<file path="src/rtl/mem_arb_pkg.sv">
// mem_arb_pkg: arbiter FSM states and the memory-mapped I/O address map
package mem_arb_pkg;
  typedef enum logic [1:0] {IDLE, ACCESS, RESP} arb_state_e;
  localparam int unsigned RO_BTN = 503;
  localparam int unsigned RO_SW_LO = 504;
  localparam int unsigned RO_SW_HI = 505;
  localparam int unsigned LED_LO = 506;
  localparam int unsigned LED_HI = 507;
  localparam int unsigned DIG_LO = 508;
  localparam int unsigned DIG_HI = 511;
  function automatic logic is_ro(input int unsigned a);
    return a >= RO_BTN && a <= RO_SW_HI;
  endfunction
endpackage

</file>
<file path="src/rtl/mem_arb_pick.sv">
// mem_arb_pick: two-way round-robin pick; on a tie the port not granted last wins
module mem_arb_pick (
  input  logic [1:0] req,
  input  logic       last,
  output logic       gnt,
  output logic       valid
);
  always_comb begin
    valid = |req;
    gnt = &req ? ~last : req[1];
  end
endmodule

</file>
<file path="src/rtl/mem_arbiter.sv">
// mem_arbiter: two-port round-robin arbiter in front of a single-port memory with read-only MMIO
module mem_arbiter
  import mem_arb_pkg::*;
#(
  parameter int ADDR_W = 9,
  parameter int DATA_W = 8
) (
  input  logic              clk,
  input  logic              rst,
  input  logic              p0_req,
  input  logic              p1_req,
  input  logic              p0_rw,
  input  logic              p1_rw,
  input  logic [ADDR_W-1:0] p0_addr,
  input  logic [ADDR_W-1:0] p1_addr,
  input  logic [DATA_W-1:0] p0_wdata,
  input  logic [DATA_W-1:0] p1_wdata,
  output logic              p0_ack,
  output logic              p1_ack,
  output logic              p0_err,
  output logic              p1_err,
  output logic [DATA_W-1:0] rdata,
  output logic              mem_rw,
  output logic [ADDR_W-1:0] mem_addr,
  output logic [DATA_W-1:0] mem_wdata,
  input  logic [DATA_W-1:0] mem_rdata,
  output logic              busy
);
  arb_state_e        state_q;
  logic [1:0]        ack_q, err_q;
  logic              last_q, win_q, blk_q, mem_rw_q;
  logic [ADDR_W-1:0] mem_addr_q;
  logic [DATA_W-1:0] mem_wdata_q;
  logic              gnt, gnt_v, sel_rw, sel_ro;
  logic [ADDR_W-1:0] sel_addr;
  logic [DATA_W-1:0] sel_wdata;

  mem_arb_pick u_pick (
    .req  ({p1_req, p0_req}),
    .last (last_q),
    .gnt  (gnt),
    .valid(gnt_v)
  );

  always_comb begin
    sel_rw = gnt ? p1_rw : p0_rw;
    sel_addr = gnt ? p1_addr : p0_addr;
    sel_wdata = gnt ? p1_wdata : p0_wdata;
    sel_ro = is_ro(32'(sel_addr));
  end

  // Blocked writes still go through ACCESS/RESP so latency stays fixed; only mem_rw is suppressed.
  always_ff @(posedge clk) begin
    if (rst) begin
      state_q <= IDLE;
      ack_q <= 2'b00;
      err_q <= 2'b00;
      last_q <= 1'b1;
      win_q <= 1'b0;
      blk_q <= 1'b0;
      mem_rw_q <= 1'b0;
      mem_addr_q <= '0;
      mem_wdata_q <= '0;
    end else begin
      case (state_q)
        IDLE: begin
          if (gnt_v) begin
            state_q <= ACCESS;
            win_q <= gnt;
            last_q <= gnt;
            mem_rw_q <= sel_rw & ~sel_ro;
            blk_q <= sel_rw & sel_ro;
            mem_addr_q <= sel_addr;
            mem_wdata_q <= sel_wdata;
          end
        end
        ACCESS: begin
          state_q <= RESP;
          mem_rw_q <= 1'b0;
          ack_q <= win_q ? 2'b10 : 2'b01;
          err_q <= blk_q ? (win_q ? 2'b10 : 2'b01) : 2'b00;
        end
        default: begin
          state_q <= IDLE;
          ack_q <= 2'b00;
          err_q <= 2'b00;
        end
      endcase
    end
  end

  // Gating with rst keeps an access cut short by reset from ever being acknowledged.
  always_comb begin
    p0_ack = ack_q[0] & ~rst;
    p1_ack = ack_q[1] & ~rst;
    p0_err = err_q[0] & ~rst;
    p1_err = err_q[1] & ~rst;
    rdata = state_q == RESP ? mem_rdata : '0;
    busy = state_q != IDLE;
    mem_rw = mem_rw_q;
    mem_addr = mem_addr_q;
    mem_wdata = mem_wdata_q;
  end
endmodule

</file>
<file path="config.mk">
export PLATFORM = sky130hd
export DESIGN_NAME = mem_arbiter
export DESIGN_NICKNAME = d
export VERILOG_FILES = /design/src/rtl/mem_arb_pkg.sv /design/src/rtl/mem_arb_pick.sv /design/src/rtl/mem_arbiter.sv
export SDC_FILE = /design/constraint.sdc
export NUM_CORES = 1
export LEC_CHECK = 0
export ABC_AREA = 1
export CAP_MARGIN = 25
export CORE_MARGIN = 3
export CORE_UTILIZATION = 37
export CTS_CLUSTER_DIAMETER = 150
export DETAILED_ROUTE_END_ITERATION = 12
export PLACE_DENSITY = 0.8
export SLEW_MARGIN = 15
export SYNTH_ARGS = -nofsm -noshare
export SYNTH_HDL_FRONTEND = slang
export SYNTH_SLANG_ARGS = --single-unit
</file>
<file path="constraint.sdc">
create_clock -name clk -period 1.4 [get_ports clk]
set_input_delay 0.21 -clock clk [delete_from_list [all_inputs] [get_ports clk]]
set_output_delay 0.21 -clock clk [all_outputs]
set_load 0.01 [all_outputs]
</file>
==> results of run 1 <==
## state kept, by name, summed over array words and instances (netlist names)
signal     cells
win_q          1
mem_wdata      8
ack_q          2
mem_addr       9
blk_q          1
state_q        2
mem_rw         1
last_q         1
err_q          2
## final timing paths
path / startpoint / to / slack [ns] / cells after the start
worst max-delay path: state_q[1]$_SDFFE_PP0P_ / mem_addr[8]$_SDFFE_PP0P_ / 0.02 / 8
worst min-delay path: rst / state_q[0]$_SDFFE_PP0P_ / 0.33 / 3
worst max register to register: state_q[1]$_SDFFE_PP0P_ / mem_addr[8]$_SDFFE_PP0P_ / 0.02 / 8
worst min register to register: win_q$_SDFFE_PP0P_ / win_q$_SDFFE_PP0P_ / 0.49 / 2
## power breakdown
part / internal [mW] / leakage [nW] / switching [mW]
Sequential: 0.849 / 0.224 / 0.0425
Combinational: 0.404 / 0.982 / 0.328
Clock: 0.109 / 0.0139 / 0.242
## kinds of logic (layout without fill, tap and decap cells)
family / count (synthesis) / count (layout) / share of synthesized area
AO/OA/AOI/OAI: 44 / 44 / 0.191
AND/OR/NAND/NOR: 83 / 83 / 0.270
flip-flops: 27 / 27 / 0.415
buffers and inverters: 35 / 144 / 0.123
## layout make-up
cell class                 count  area, sq um
fill                         270          792
clock inverter                 1         7.51
inverter                      24         92.6
tap                           44         55.1
sequential                    27          544
clock buffer                   3         22.5
multi-input combinational    127          622
timing repair buffer         116         1070
## per-layer routing
layer | vias up | share of wire | GRT usage | wire length (um)
met4 | 0 | 0.0055 | 0.0492 | 24
met2 | 75 | 0.50 | 0.341 | 2220
met5 | - | 0 | 0 | 0
met3 | 2 | 0.086 | 0.0444 | 379
li1 | 826 | - | - | -
met1 | 699 | 0.40 | 0.213 | 1780
## through the flow
step	utilization	hold slack (ns)	worst slack (ns)	power [mW]	cells
after floorplan	-	0.360	0.227	1.18	189
after global placement	0.724	0.462	-0.277	1.58	332
after detailed placement	0.724	0.463	-0.304	1.59	332
after CTS	0.727	0.426	0.00152	1.88	337
after global routing	0.753	0.362	-0.0241	2.07	342
final	0.753	0.329	0.0228	1.97	342
## cells in the mapped netlist
cell and n:
buf_4 3, clkbuf_1 4, o21ai_1 1, a31oi_1 15, nand4_1 1, buf_2 2, inv_1 22, nor2_1 15
o211ai_1 1, nand2_1 53, o21ai_0 20, inv_2 2, a21oi_1 5, buf_6 2, o21ai_2 2, nor2_2 1
nor2_4 1, nand2_4 2, dfxtp_1 27, nand3_1 10
## cells in the final DEF, fill, tap and decap left out
cell type	netlist	layout
nand2_1	53	52
clkdlybuf4s50_1	0	44
buf_4	3	30
dfxtp_1	27	24
dlygate4sd2_1	0	22
inv_1	22	21
a31oi_1	15	15
o21ai_0	20	14
nor2_1	15	13
nand3_1	10	10
o21ai_1	1	7
clkbuf_2	0	6
a21oi_1	5	5
buf_6	2	5
nor2_2	1	3
clkbuf_4	0	3
dlymetal6s2s_1	0	3
dfxtp_2	0	3
buf_2	2	3
inv_2	2	2
nand2_4	2	2
o21ai_2	2	2
clkbuf_16	0	2
nor2_4	1	1
nand2_8	0	1
inv_4	0	1
nand4_1	1	1
o211ai_1	1	1
clkinvlp_4	0	1
buf_12	0	1
## worst max-delay path, delay by kind of cell, from the launching register on
family / cells / cell delay, ns
simple gates: 1 / 0.12
compound gates: 2 / 0.14
buf+inv: 5 / 0.65
flops: 1 / 0.37
## what timing repair did
item	CTS	global route
gates resized for setup	43	31
buffers inserted	1	1
cloned	0	4
endpoints found under the setup margin	31	31
pin swaps	3	0
hold buffers	0	0
==> metrics.cfg, run 1 <==
[status]
status=completed

[route]
ant_nets=0
via_per_inst=4.68
wirelength_um=4400
drt_iter0_markers=40
vias=1602
drcViolationCount=0
firstDrtPassIters=4
routedWlPerCell_um=12.9

[global_route]
grt_pass1_vias=1439
track_usage=0.186
grt_max_degree=38
antenna_found_initial=0
grt_pass1_wl_um=6290
overflow=0

[setup_path]
cp-end-kind=flip-flop
required_ns=1.63
cp_cell_sequence=buf_6 -> nor2_4 -> buf_6 -> o21ai_2 -> inv_2 -> buf_6 -> buf_6 -> a31oi_1
cp_common_cell=buf_6
crit_fanout=9
max_stage_delay_ns=0.37
slowest_stage=dfxtp_2
crit_path_start_kind=flip-flop
timing_worst_setup_path_type=flip-flop to flip-flop
arrival_ns=1.61

[yosys]
synth_cell_types=20
synth.largest_area_cell=dfxtp_1
synth_top_cell_area_share=0.415
synthCells=189
synthTopCellsByArea=dfxtp_1, nand2_1, o21ai_0, a31oi_1, inv_1
ys_seq_area_frac=0.415
synth_fp_nets=237
syn_avg_cell_area_sq_um=6.88
synth_seq_cells=27
syn-cell-area_sq_mm=0.00130
yosys_warnings=0

[floorplan]
boundaryPins=79
initial_core_util=0.406
die_h_um=65.3
rows=20
coreArea_sq_mm=0.00320
die_x_um=65.3
die_area_sq_mm=0.00426

[timing]
finalSetupViolations=0
finClkSkew_ns=0.00334
fin_crit_ns=1.38
max_freq_mhz=726
fin_tns_setup_ns=0
relSlewSlack=0.802
maxSlewViolCount=0
hold_viol=0
grt_setup_unrepaired=true
period_share=0.984
worst_pin_slew_ns=0.296

[clock_tree]
cts_tree=built
htree_levels=1
cts_buffers=3
cts_sinks=27
clk_latency_ns=0.33
cts_buffer_depth=2
clkTransAtPathRegs_ns=0.15
clockRootBuffer=clkbuf_4

[finish]
fin_area_sq_mm=0.00241
post_route_cells_drive_above_1_share=0.221
area_growth_pct=85.3
nets=347
antenna_cells=0

[placement]
post_dp_cell_area_sq_mm=0.00232
finalWeightedCongestion=0.804
portBuffers=78
hpwl_um=3070

[run]
maxCapViolations=0

[pwr]
p_leak_nw=1.22
powerDensity_mw_per_mm2=819
vdd_drop_max_mv=0.401

[min_path]
hp-class=input pin to flip-flop

No activity file was read; power rests on OpenSTA's default activity.
==> run 2: changes to the inputs <==
--- a/config.mk
+++ b/config.mk
@@ -8,10 +8,11 @@
 export ABC_AREA = 1
 export CAP_MARGIN = 25
 export CORE_MARGIN = 3
-export CORE_UTILIZATION = 37
+export CORE_UTILIZATION = 60
 export CTS_CLUSTER_DIAMETER = 150
 export DETAILED_ROUTE_END_ITERATION = 12
-export PLACE_DENSITY = 0.8
+export DONT_BUFFER_PORTS = 1
+export PLACE_DENSITY_LB_ADDON = 0.15
 export SLEW_MARGIN = 15
 export SYNTH_ARGS = -nofsm -noshare
 export SYNTH_HDL_FRONTEND = slang
==> metrics.cfg, run 2 (synthesis gave the netlist of run 1 again) <==
[status]
status=completed

[setup_path]
worst-path-buf-inv=0
reg2regPathDepth=10
cp_cell_sequence=nand2_2 -> nor2_2
timing_worst_setup_path_type=flip-flop to output port
arrival_ns=1.13
crit_family=flip-flops
required_ns=1.19
max_stage_delay_ns=0.44
crit_path_start_kind=flip-flop
cp-end-kind=output port
slowest_stage=dfxtp_1
reg2reg_to=mem_rw$_SDFFE_PP0P_
crit_fanout=8
reg2reg_setup_slack_ns=0.13
rr_startpoint=last_q$_SDFFE_PP1P_

[finish]
final_common_cell=nand2_1
final_cell_mix=nand2_1, dfxtp_1, inv_1, o21ai_0, a31oi_1
nets=236
antenna_cells=0
post-route-util=0.691
post_route_cells_drive_above_1_share=0.144
largest_reg_flops=9
area_growth_pct=6.25

[clock_tree]
clk_latency_ns=0.32
clkTransAtPathRegs_ns=0.15
cts_buffer_depth=2
cts_buffers=3
htree_levels=1
clockRootBuffer=clkbuf_4
cts_sinks=27
cts_tree=built

[route]
wirelength_um=2980
via_per_inst=5.64
drcViolationCount=0
ant_nets=0
vias=1208
firstDrtPassIters=5
routedWlPerCell_um=13.9
drt_iter0_markers=21

[pwr]
p_leak_nw=0.626
vdd_drop_max_mv=0.683
powerDensity_mw_per_mm2=1140
finalPower_mw=1.57

[global_route]
grt_util_met3=0.0484
grt_pass1_vias=1056
grt_max_degree=25
overflow=0
antenna_found_initial=0
globalRouteMet2Util=0.364
track_usage=0.218
grt_pass1_wl_um=4430
gr-max-usage-layer=met2
grtUsageMet1=0.263

[timing]
worst_pin_slew_ns=0.494
fin_hold_ws_ns=0.0235
finalSetupViolations=0
fin_tns_setup_ns=0
max_freq_mhz=746
period_share=0.957
grt_setup_unrepaired=true
maxSlewViolCount=0
hold_viol=0
finClkSkew_ns=0.00519
relSlewSlack=0.670
fin_crit_ns=1.34

[min_path]
hp-class=input pin to flip-flop
hold_depth=2
hold-path-endpoint=mem_wdata[4]$_SDFFE_PP0P_
min_from=p0_wdata[4]

[floorplan]
rows=16
die_x_um=52.6
coreArea_sq_mm=0.00200
die_area_sq_mm=0.00276
initial_core_util=0.650
die_h_um=52.6
boundaryPins=79

[run]
maxCapViolations=0

[placement]
finalWeightedCongestion=0.781
portBuffers=0
hpwl_um=2270

-- run 2: routing by layer --
layer,vias up,wire length [um]
met5,-,0
met4,0,45
met3,4,223
met2,50,1480
met1,543,1240
li1,611,-
-- run 2: through the flow --
stage                     cells  cell area, sq um  setup slack, ns
after floorplan             189              1300            0.227
after global placement      209              1310            0.116
after detailed placement    209              1310           0.0701
after CTS                   214              1350           0.0182
after global routing        214              1380          -0.0139
final                       214              1380           0.0597
-- run 2: worst register-to-register path, delay by kind of cell, from the launching register on --
kind | cells | cell delay (ns)
AND/OR/NAND/NOR | 8 | 0.66
flip-flops | 1 | 0.36
buffers and inverters | 1 | 0.10
AO/OA/AOI/OAI | 1 | 0.05
-- run 2: final cells by class --
type,count,area (sq um)
repair buffers,5,52.6
flip-flops and latches,27,542
multi-input cells,127,634
clock inverters,1,5.00
well taps,27,33.8
inverters,24,92.6
fillers,186,619
clock buffers,3,22.5
-- run 2: how the worst max path moves through the flow --
stage	endpoint	startpoint	depth (start not counted)	slack [ns]
6_report	rdata[2]	state_q[1]$_SDFFE_PP0P_	2	0.06
5_1_grt	mem_rw$_SDFFE_PP0P_	last_q$_SDFFE_PP1P_	9	-0.01
4_1_cts	rdata[2]	state_q[1]$_SDFFE_PP0P_	2	0.02
3_5_place_dp	mem_rw$_SDFFE_PP0P_	last_q$_SDFFE_PP1P_	9	0.07
3_3_place_gp	mem_rw$_SDFFE_PP0P_	last_q$_SDFFE_PP1P_	9	0.12
2_1_floorplan	mem_rw$_SDFFE_PP0P_	last_q$_SDFFE_PP1P_	11	0.23
-- run 2: where the power goes --
group	leakage [nW]	switching (mW)	internal [mW]	total, mW
Combinational	0.385	0.195	0.114	0.309
Clock	0.0177	0.228	0.107	0.335
Sequential	0.223	0.0791	0.848	0.928
-- run 2: repair_timing --
| item | in CTS | in global routing |
|---|---|---|
| setup endpoints to repair | 0 | 10 |
| hold endpoints to repair | 3 | 0 |
| hold buffers | 1 | 0 |
| resized for setup | 0 | 13 |
| buffers inserted | 0 | 0 |
==> run 3: changes to the inputs <==
--- a/config.mk
+++ b/config.mk
@@ -12,7 +12,7 @@
 export CTS_CLUSTER_DIAMETER = 150
 export DETAILED_ROUTE_END_ITERATION = 12
 export DONT_BUFFER_PORTS = 1
-export PLACE_DENSITY_LB_ADDON = 0.15
+export PLACE_DENSITY = 0.72
 export SLEW_MARGIN = 15
 export SYNTH_ARGS = -nofsm -noshare
 export SYNTH_HDL_FRONTEND = slang
==> metrics.cfg, run 3 (synthesis gave the netlist of run 1 again) <==
[status]
status=completed

[setup_path]
worst-path-buf-inv=0
cp-end-kind=output port
worst-path-stages=2
rr_startpoint=last_q$_SDFFE_PP1P_
reg2reg_to=mem_rw$_SDFFE_PP0P_
crit_fanout=8
reg2reg_setup_slack_ns=0.12
crit_path_start_kind=flip-flop
slowest_stage=dfxtp_1
crit_family=simple AND/OR/NAND/NOR gates
required_ns=1.19
crit_end=rdata[6]
arrival_ns=1.13
max_stage_delay_ns=0.41
timing_worst_setup_path_type=flip-flop to output port
cp_cell_sequence=nand2_1 -> nor2_1
startpoint=state_q[1]$_SDFFE_PP0P_
reg2regPathDepth=9

[finish]
post_route_cells_drive_above_1_share=0.0952
post-route-util=0.683
final_common_cell=nand2_1
final_cell_mix=nand2_1, dfxtp_1, inv_1, o21ai_0
antenna_cells=0
fin_area_sq_mm=0.00137
area_growth_pct=5.10
largest_reg_flops=9
nets=238

[global_route]
grt_pass1_wl_um=4400
track_usage=0.211
antenna_found_initial=0
grt_pass1_vias=1041
overflow=0
grt_max_degree=21

[clock_tree]
clockRootBuffer=clkbuf_4
clkTransAtPathRegs_ns=0.13
htree_levels=1
cts_sinks=27
cts_buffer_depth=2
cts_tree=built
cts_buffers=3
clk_latency_ns=0.31

[pwr]
power.internal_mw=1.07
pwr-share-comb=0.194
p_leak_nw=0.631
seq_power_share=0.599
powerDensity_mw_per_mm2=1130
vdd_drop_max_mv=0.632
p_sw_mw=0.478
p_sw_frac=0.309
clkPwrFrac=0.208

[placement]
hpwl_um=2180
post_dp_cell_area_sq_mm=0.00129
pre_cts_slack_ns=0.0277
finalWeightedCongestion=0.755
portBuffers=0

[timing]
max_freq_mhz=745
fin_hold_ws_ns=0.0427
worst_slack_ns=0.0578
finalSetupViolations=0
fin_crit_ns=1.34
relSlewSlack=0.687
hold_viol=0
maxSlewViolCount=0
finClkSkew_ns=0.00707
worst_pin_slew_ns=0.468
grt_setup_unrepaired=true
period_share=0.959

[route]
via_per_inst=5.53
drcViolationCount=0
routedWlPerCell_um=13.3
ant_nets=0
wirelength_um=2870
firstDrtPassIters=4
vias=1194
drt_iter0_markers=26

[run]
maxCapViolations=0

[floorplan]
die_x_um=52.6
coreArea_sq_mm=0.00200
die_area_sq_mm=0.00276
initial_core_util=0.650
rows=16
die_h_um=52.6
boundaryPins=79

[min_path]
hp-class=input pin to flip-flop
min_from=p0_wdata[6]

-- run 3: cell count changes in the layout (fill, tap and decap cells not counted), moves of 2 or more --
cell / previous run / this run
buf_4: 3 / 5
nand2_1: 51 / 53
nand2_2: 2 / 0
nor2_1: 7 / 15
nor2_2: 9 / 1
-- run 3: what timing repair did --
| item | in CTS | in global routing |
|---|---|---|
| hold buffers | 1 | 0 |
| endpoints found under the hold margin | 3 | 0 |
| setup buffers | 0 | 1 |
| gates resized for setup | 0 | 5 |
| endpoints found under the setup margin | 0 | 11 |
-- run 3: area by class of cell --
class,instances,area [sq um]
clock buffer,4,26.3
fill,194,634
inverter,24,97.6
multi-input combinational,128,621
sequential,27,542
tap,27,33.8
timing repair buffer,6,47.5
-- run 3: metrics by stage --
step | setup TNS, ns | total power [mW] | instances
floorplan | 0 | 1.18 | 189
global placement | 0 | 1.22 | 209
detailed placement | 0 | 1.22 | 209
CTS | 0 | 1.54 | 214
global route | -0.0430 | 1.64 | 216
finish | 0 | 1.55 | 216
-- run 3: worst min-delay path by stage --
stage | cells past startpoint | to | slack [ns]
after floorplan | 2 | mem_wdata[4]$_SDFFE_PP0P_ | 0.36
after global placement | 1 | win_q$_SDFFE_PP0P_ | 0.28
after detailed placement | 1 | state_q[0]$_SDFFE_PP0P_ | 0.29
after CTS | 2 | mem_wdata[4]$_SDFFE_PP0P_ | 0.03
after global routing | 2 | mem_wdata[3]$_SDFFE_PP0P_ | 0.04
final | 2 | mem_wdata[6]$_SDFFE_PP0P_ | 0.04
-- run 3: metal layers --
| metal | GRT usage | wire, um | vias to the layer above |
|---|---|---|---|
| met5 | 0 | 0 | - |
| met4 | 0.0638 | 10 | 0 |
| met3 | 0.0427 | 250 | 2 |
| met2 | 0.362 | 1500 | 57 |
| met1 | 0.265 | 1110 | 513 |
| li1 | - | - | 622 |
-- run 3: power groups by stage --
stage / sequential (mW) / combinational [mW] / clock (mW)
2_1_floorplan: 0.930 / 0.251 / 0
3_3_place_gp: 0.942 / 0.273 / 0
3_5_place_dp: 0.944 / 0.279 / 0
4_1_cts: 0.927 / 0.284 / 0.332
5_1_grt: 0.936 / 0.352 / 0.351
6_report: 0.926 / 0.300 / 0.321
